### src/rtl/pixel_coord_gen.sv
// Streams fixed-point complex-plane coordinates for every pixel of a frame.
// Per-frame steps come from a shared restoring divider; pixels use adds only.
module pixel_coord_gen #(
    parameter int WORD_LENGTH   = 32,
    parameter int FRAC          = 28,
    parameter int SCREEN_WIDTH  = 640,
    parameter int SCREEN_HEIGHT = 480,
    parameter int LANES         = 1
) (
    input  logic                           clk,
    input  logic                           rst,
    input  logic                           start,
    input  logic                           abort,
    input  logic [WORD_LENGTH-1:0]         zoom,
    input  logic [WORD_LENGTH-1:0]         real_center,
    input  logic [WORD_LENGTH-1:0]         imag_center,
    output logic                           out_valid,
    input  logic                           out_ready,
    output logic [LANES*WORD_LENGTH-1:0]   out_real,
    output logic [WORD_LENGTH-1:0]         out_imag,
    output logic [10:0]                    out_x,
    output logic [10:0]                    out_y,
    output logic                           out_sof,
    output logic                           out_eol,
    output logic                           out_eof,
    output logic                           busy,
    output logic                           cfg_err
);
    localparam int WL = WORD_LENGTH;
    localparam int NW = 2 * FRAC + 2;
    localparam int DW = WL + 11;
    localparam int RW = ((NW > DW) ? NW : DW) + 1;
    localparam int CW = $clog2(WL);
    localparam logic [RW-1:0] NUM_RE = RW'(3) << (2 * FRAC);
    localparam logic [RW-1:0] NUM_IM = RW'(2) << (2 * FRAC);
    localparam logic [10:0]   LAST_X = 11'(SCREEN_WIDTH - LANES);
    localparam logic [10:0]   LAST_Y = 11'(SCREEN_HEIGHT - 1);
    localparam logic [WL-1:0] QMAX   = {1'b0, {(WL-1){1'b1}}};

    localparam logic [2:0] IDLE   = 3'd0;
    localparam logic [2:0] DIV_RE = 3'd1;
    localparam logic [2:0] DIV_IM = 3'd2;
    localparam logic [2:0] ORIGIN = 3'd3;
    localparam logic [2:0] STREAM = 3'd4;

    logic [2:0]          state;
    logic [WL-1:0]       zoom_r, re_c_r, im_c_r, step_re, step_im, real_min;
    logic [RW-1:0]       rem, num, dvs, r0, rem_n;
    logic [RW:0]         trial;
    logic [WL-1:0]       num_lo, lo0, quo_n, q_sat;
    logic [WL-2:0]       quo;
    logic                ovf, ov0, qbit;
    logic [CW-1:0]       cnt;
    logic [WL-1:0]       real_min_c, imag_max_c, row_base, stride;
    logic [LANES*WL-1:0] row_load, lane_adv;
    logic [10:0]         x_nxt;
    logic                eol_nxt;

    // The first cycle of each division seeds the remainder with the numerator's
    // upper half; a seed already >= divisor means the quotient cannot fit.
    always_comb begin
        num   = (state == DIV_IM) ? NUM_IM : NUM_RE;
        dvs   = RW'(zoom_r) * RW'((state == DIV_IM) ? SCREEN_HEIGHT - 1 : SCREEN_WIDTH - 1);
        r0    = (cnt == '0) ? (num >> WL) : rem;
        lo0   = (cnt == '0) ? num[WL-1:0] : num_lo;
        ov0   = (cnt == '0) ? ((num >> WL) >= dvs) : ovf;
        trial = {r0, lo0[WL-1]};
        qbit  = !ov0 && (trial >= {1'b0, dvs});
        rem_n = qbit ? RW'(trial - {1'b0, dvs}) : trial[RW-1:0];
        quo_n = {quo, qbit};
        q_sat = (ov0 || quo_n[WL-1]) ? QMAX : quo_n;
    end

    always_comb begin
        real_min_c = re_c_r - WL'(SCREEN_WIDTH / 2) * step_re;
        imag_max_c = im_c_r + WL'(SCREEN_HEIGHT / 2) * step_im;
        row_base   = (state == ORIGIN) ? real_min_c : real_min;
        stride     = WL'(LANES) * step_re;
        row_load   = '0;
        lane_adv   = '0;
        for (int unsigned k = 0; k < LANES; k++) begin
            row_load[k*WL +: WL] = row_base + WL'(k) * step_re;
            lane_adv[k*WL +: WL] = out_real[k*WL +: WL] + stride;
        end
        x_nxt   = out_x + 11'(LANES);
        eol_nxt = (x_nxt == LAST_X);
    end

    always_ff @(posedge clk or posedge rst) begin
        if (rst) begin
            state     <= IDLE;
            zoom_r    <= '0;
            re_c_r    <= '0;
            im_c_r    <= '0;
            step_re   <= '0;
            step_im   <= '0;
            real_min  <= '0;
            rem       <= '0;
            num_lo    <= '0;
            quo       <= '0;
            ovf       <= 1'b0;
            cnt       <= '0;
            out_valid <= 1'b0;
            out_real  <= '0;
            out_imag  <= '0;
            out_x     <= '0;
            out_y     <= '0;
            out_sof   <= 1'b0;
            out_eol   <= 1'b0;
            out_eof   <= 1'b0;
            busy      <= 1'b0;
            cfg_err   <= 1'b0;
        end else begin
            cfg_err <= 1'b0;
            if (abort && state != IDLE) begin
                state     <= IDLE;
                out_valid <= 1'b0;
                busy      <= 1'b0;
                out_sof   <= 1'b0;
                out_eol   <= 1'b0;
                out_eof   <= 1'b0;
            end else begin
                case (state)
                    IDLE: begin
                        if (start) begin
                            if (zoom == '0) begin
                                cfg_err <= 1'b1;
                            end else begin
                                zoom_r <= zoom;
                                re_c_r <= real_center;
                                im_c_r <= imag_center;
                                cnt    <= '0;
                                busy   <= 1'b1;
                                state  <= DIV_RE;
                            end
                        end
                    end
                    DIV_RE, DIV_IM: begin
                        rem    <= rem_n;
                        num_lo <= {lo0[WL-2:0], 1'b0};
                        ovf    <= ov0;
                        quo    <= quo_n[WL-2:0];
                        cnt    <= cnt + 1'b1;
                        if (cnt == CW'(WL - 1)) begin
                            cnt <= '0;
                            if (state == DIV_RE) begin
                                step_re <= q_sat;
                                state   <= DIV_IM;
                            end else begin
                                step_im <= q_sat;
                                state   <= ORIGIN;
                            end
                        end
                    end
                    ORIGIN: begin
                        real_min  <= real_min_c;
                        out_real  <= row_load;
                        out_imag  <= imag_max_c;
                        out_x     <= '0;
                        out_y     <= '0;
                        out_valid <= 1'b1;
                        out_sof   <= 1'b1;
                        out_eol   <= (SCREEN_WIDTH == LANES);
                        out_eof   <= (SCREEN_WIDTH == LANES) && (SCREEN_HEIGHT == 1);
                        state     <= STREAM;
                    end
                    STREAM: begin
                        if (out_valid && out_ready) begin
                            out_sof <= 1'b0;
                            if (out_eof) begin
                                out_valid <= 1'b0;
                                out_eol   <= 1'b0;
                                out_eof   <= 1'b0;
                                busy      <= 1'b0;
                                state     <= IDLE;
                            end else if (out_eol) begin
                                out_real <= row_load;
                                out_imag <= out_imag - step_im;
                                out_x    <= '0;
                                out_y    <= out_y + 11'd1;
                                out_eol  <= (SCREEN_WIDTH == LANES);
                                out_eof  <= (SCREEN_WIDTH == LANES) && (out_y + 11'd1 == LAST_Y);
                            end else begin
                                out_real <= lane_adv;
                                out_x    <= x_nxt;
                                out_eol  <= eol_nxt;
                                out_eof  <= eol_nxt && (out_y == LAST_Y);
                            end
                        end
                    end
                    default: state <= IDLE;
                endcase
            end
        end
    end
endmodule

### config.mk
export PLATFORM = sky130hd
export DESIGN_NAME = pixel_coord_gen
export DESIGN_NICKNAME = d
export VERILOG_FILES = /design/src/rtl/pixel_coord_gen.sv
export SDC_FILE = /design/constraint.sdc
export NUM_CORES = 2
export LEC_CHECK = 0
export BUFFER_PORTS_ARGS = -buffer_cell sky130_fd_sc_hd__buf_2
export CAP_MARGIN = 20
export CORE_ASPECT_RATIO = 0.5
export CORE_MARGIN = 2
export CORE_UTILIZATION = 30
export DETAILED_ROUTE_END_ITERATION = 10
export SLEW_MARGIN = 0
export SYNTH_ARGS = -nofsm -noshare
export SYNTH_HDL_FRONTEND = slang
export SYNTH_SLANG_ARGS = --single-unit
### constraint.sdc
create_clock -name clk -period 25.3 [get_ports clk]
set_input_delay 7.59 -clock clk [delete_from_list [all_inputs] [get_ports clk]]
set_output_delay 7.59 -clock clk [all_outputs]
set_load 0.01 [all_outputs]
# == Word-level counts from Yosys, hierarchy flattened ==
# Index checks and enable logic that the tools add are counted.
# Widths: inputs -> output; s select.
# word_totals
ff_bits,414
input_bits,101
out_inout_bits,92
word_cells,142
# classes
add_sub_neg,8
n_mul,3
magnitude_cmp,2
n_eq_ne,17
mux,61
bitwise,3
n_reduce_logical,26
# ops
op,n
$mux 32,9
$pmux 32 s2,2
$mux 59,2
$mux 11,6
$add 32x32->32,2
$sub 32x32->32,2
$ge 60x42->1,1
$sub 59x42->59,1
$mux 57,1
$pmux 11 s2,2
$ge 26x42->1,1
$mul 32x10->42,1
$logic_not 32->1,1
$mul 3x32->26 const A,1
$mul 4x32->28 const A,1
$add 11x1->11 const B,2
$mux 1,22
$reduce_and 4->1,5
$mux 3,6
$mux 5,3
$ne 3x3->1 const B,5
$reduce_and 5->1,3
$pmux 3 s4,1
$eq 11x10->1 const B,1
21 further kinds,39

# == Depth between registers and ports, before layout ==
# logic_depth
depth_word,8
ltp_mapped,41
mapped_depth_nobuf,36

# == Worst setup path before layout ==
# Ideal clock, no wire load.
# synth_timing
path_type,input to register
start,in zoom[17]
end,reg re_c_r[28]
setup_ns,0.125
t_arrival_ns,9.400
required_time_ns,25.175
setup_slack_ns,15.775
path_stages,6
n_path_buf,2
path_cell_list,nor4_1 > nand4_1 > o21bai_1 > clkbuf_1 > clkbuf_1 > mux2_2
# synth_between
elab_chain_cells,3
# synth_rtl
element,line_no,rtl
from (decl),14,"input logic [WORD_LENGTH-1:0] zoom,"
$logic_not 32->1,126,if (zoom == '0) begin
$not 1->1 (no line),-,
$reduce_and 4->1 (no line),-,
to (signal assigned),130,re_c_r <= real_center;
to (decl),47,"logic [WL-1:0] zoom_r, re_c_r, im_c_r, step_re, step_im, real_min;"
# Every way passes these cells.
# A chain may end at the register's enable or synchronous reset.

# == Worst setup path after layout ==
# layout_timing
start,reg state[1]
end,reg rem[46]
# layout_between
elab_chain_cells,8
word_cells_on_any_way,18
cone_classes,add/sub: 1; mul: 1; order compare: 2; eq/ne: 2; mux: 5; bitwise: 1; reduce/logical: 6
# layout_rtl
element,line_no,rtl
from (decl),46,logic [2:0] state;
from (signal assigned),91,state <= IDLE;
from (signal assigned),116,state <= IDLE;
from (signal assigned),134,state <= DIV_RE;
$eq 3x2->1,"62, 63, 123",
$mux 10,63,dvs = RW'(zoom_r) * RW'((state == DIV_IM) ? SCREEN_HEIGHT - 1 : SCREEN_WIDTH - 1);
$mul 32x10->42,63,
$ge 26x42->1,66,ov0 = (cnt == '0) ? ((num >> WL) >= dvs) : ovf;
$mux 1,66,
$logic_not 1->1,68,"qbit = !ov0 && (trial >= {1'b0, dvs});"
$logic_and 1x1->1,68,
$mux 59,69,"rem_n = qbit ? RW'(trial - {1'b0, dvs}) : trial[RW-1:0];"
to (signal assigned),139,rem <= rem_n;
to (decl),48,"logic [RW-1:0] rem, num, dvs, r0, rem_n;"
# Several ways; a longest one is shown, not always the timed one.

==> flow_metrics.env <==
export IMPL_layout_common_cells="nand2_1 (460), dfrtp_1 (383), ha_1 (340)"
export IMPL_wl_met3_um=5440
export IMPL_ctsResizeCount=0
export IMPL_dieArea_sq_mm=0.124
export IMPL_worst_hold_path_type="reg -> reg"
export IMPL_cts_buffers_inserted=42
export IMPL_portBuffers=192
export IMPL_slew_violations=0
export IMPL_postRouteAntennaNets=0
export IMPL_crit_path_end="rem[46]"
export IMPL_startpoint_type="register"
export IMPL_top_layer="met5"
export IMPL_grt_max_degree=139
export IMPL_synth_enable_flop_cells=0
export IMPL_coreArea_sq_mm=0.120
export IMPL_r2r_setup_slack_ps=14000
export IMPL_htree_levels=2
export IMPL_met2_length_um=45500
export IMPL_worstSkewPairLatency_ps=620
export IMPL_rows=90
export IMPL_start_util_pct=30.1
export IMPL_worst_slack_ps=14000
export IMPL_netlist_area_sq_mm=0.0362
export IMPL_worstSetupStartpoint="state[1]"
export IMPL_num_vias=29700
export IMPL_postSynthAreaPerCell_sq_um=9.00
export IMPL_final_cells=5756
export IMPL_fin_hold_ws_ps=476
export IMPL_period_minus_slack_ps=11300
export IMPL_mostFrequentLayoutCell="nand2_1"
export IMPL_grt_pass1_wl_um=166000
export IMPL_synthFlopType="dfrtp_1"
export IMPL_drive_gt1_share_pct=10.9
export IMPL_drcViolationCount=0
export IMPL_tightest_slew_ps=1090
export IMPL_ys_seq_elements=383
export IMPL_gp_congestion=0.908
export IMPL_slowest_stage="nand2_2"
export IMPL_max_clock_path_buffers=3
export IMPL_grt_setup_unrepaired="false"
export IMPL_cap_viol_max_count=0
export IMPL_max_freq_mhz=88.5
export IMPL_nets=4818
export IMPL_nFillCells=12300
export IMPL_cpPeakStageDelay_ps=640
export IMPL_drt_wl_total_um=102000
export IMPL_critPathMaxFanout=78
export IMPL_ys_types=96
export IMPL_cpMostUsedCell="fa_1"
export IMPL_drt_wirelength_per_cell_um=17.8
export IMPL_grt_pass1_vias=29500
export IMPL_synth_nets=4728
export IMPL_netlist_instances=4024
export IMPL_fin_setup_tns_ps=0
export IMPL_synthTopCellsByArea="dfrtp_1 (26%), fa_1 (15%), ha_1 (12%)"
export IMPL_cts_hold_buf=0
export IMPL_track_usage_pct=16.5
export IMPL_synth_top_area_share_pct=26.5
export IMPL_antenna_found_initial=1
export IMPL_slew_limit_headroom_pct=27.1
export IMPL_status="completed"
export IMPL_async_flop_share_pct=100
export IMPL_end_kind="register"
export IMPL_dr_pass1_iters=6
export IMPL_cts_root_buf="clkbuf_16"
export IMPL_hold_violations=0
export IMPL_clock_skew_ps=42.3
export IMPL_r2r_end="rem[46]"
export IMPL_dp_hpwl_um=79600
export IMPL_clk_pin_slew_worst_paths_ps=60
export IMPL_finalCritPeriodShare_pct=44.7
export IMPL_ys_seq_area_share_pct=26.5
export IMPL_critical_path_class="reg -> reg"
export IMPL_arrival_ps=11790
export IMPL_grt_ovfl_total=0
export IMPL_hp_start="real_min[1]"
export IMPL_post_cts_buffers=0
export IMPL_final_setup_viol_count=0
export IMPL_worstRegToRegCells=36
export IMPL_die_w_um=495
export IMPL_crit_reg2reg_launch="state[1]"
export IMPL_area_growth_pct=11.2
export IMPL_post_place_ws_ps=14150
export IMPL_drt_initial_drc_count=2223
export IMPL_place_inst=5679
export IMPL_routed_via_density=5.15
export IMPL_wl_met1_um=48900
export IMPL_die_h_um=250
export IMPL_cts_tree="done"
export IMPL_boundaryPins=193
export IMPL_clkSinkCount=383
export IMPL_ys_warn_count=0
export IMPL_critPathRequiredTime_ps=25790
export IMPL_yosysTopAreaCell="dfrtp_1"
==> stage by stage <==
stage                     utilization [%]  instance area (sq um)
final                                33.5                  40300
after detailed placement             32.3                  38800
after CTS                            33.5                  40200
after global placement               32.3                  38800
after floorplan                         -                  36200
after global routing                 33.5                  40300
==> worst max-delay path: cells and delay by family (launching register included) <==
family                     cells  cell delay [ps]
adders and majority gates      7             3370
AOI/OAI and AO/OA             13             3250
and+or+nand+nor                8             2710
buffers and inverters          7             1060
DFF                            1              480
xor gates and xnor gates       1              220
==> synth_stat cells, types with 7 or more instances <==
library cell and count:
clkbuf_1 150, ha_1 340, nand2_1 463, nor3_1 92, a211oi_1 22, nor4_1 22
o41ai_1 7, or3_1 22, o211ai_1 35, dfrtp_1 383, nand3_1 83, a31oi_1 36
mux2_2 100, or2_2 16, a21oi_1 246, nand4_1 28, buf_2 13, nor2b_1 30
a41oi_1 7, and3_1 33, mux2i_1 23, o21bai_1 23, a211o_1 14, o31ai_1 22
nor2_1 312, fa_1 263, nand2b_1 38, o21a_1 39, o22ai_1 12, inv_1 280
xor2_1 84, and2_1 63, xnor2_1 132, a221o_1 31, a21boi_0 10, a311oi_1 7
o21ai_0 302, o21ai_1 18, a21o_1 94, nand3b_1 7
==> state kept, by name, indices dropped and copies added, names as in the netlist, 3 cells and up <==
| signal | count |
|---|---|
| out_real | 32 |
| cnt | 5 |
| out_y | 11 |
| quo | 31 |
| rem | 59 |
| step_re | 32 |
| step_im | 32 |
| real_min | 32 |
| re_c_r | 32 |
| out_imag | 32 |
| zoom_r | 32 |
| im_c_r | 32 |
| out_x | 11 |
| state | 3 |
==> kinds of logic (layout without fill, tap and decap cells) <==
family                     Yosys count  count (layout)  synth area share, %
buffers and inverters              454             575                 4.83
AOI/OAI and AO/OA                 1000            1000                 17.6
muxes                              123             123                 3.75
adders and majority gates          603             603                 26.3
DFF                                383             383                 26.5
other                                1               2               0.0104
xor gates and xnor gates           216             216                 5.22
and+or+nand+nor                   1244            1244                 15.9
==> area by class of cell <==
cell class,instances,area (sq um),share of cell area (%)
flip-flops and latches,383,9580,23.8
clock buffers,58,1220,3.03
clock inverters,17,238,0.590
diodes,1,2.50,0.00622
multi-input cells,3187,25000,62.0
repair buffers,219,1190,2.95
inverters,281,1060,2.64
well taps,1610,2010,5.00
==> how the worst min path moves through the flow <==
| stage | to | slack (ps) | cells after the start |
|---|---|---|---|
| after CTS | real_min[1] | 480 | 2 |
| after global placement | real_min[1] | 460 | 2 |
| after detailed placement | real_min[1] | 460 | 2 |
| after floorplan | real_min[1] | 440 | 2 |
| final | real_min[1] | 480 | 2 |
| after global routing | real_min[10] | 510 | 2 |
==> routing by layer <==
metal  vias up  global-route usage [%]
li1      14200                       -
met1     14700                    24.0
met2       682                    25.7
met3       128                    2.39
met4         2                    4.07
met5         -                       0
Power is not shown: default switching activity piles up to over one toggle a cycle in this logic, so the estimate is an artifact.
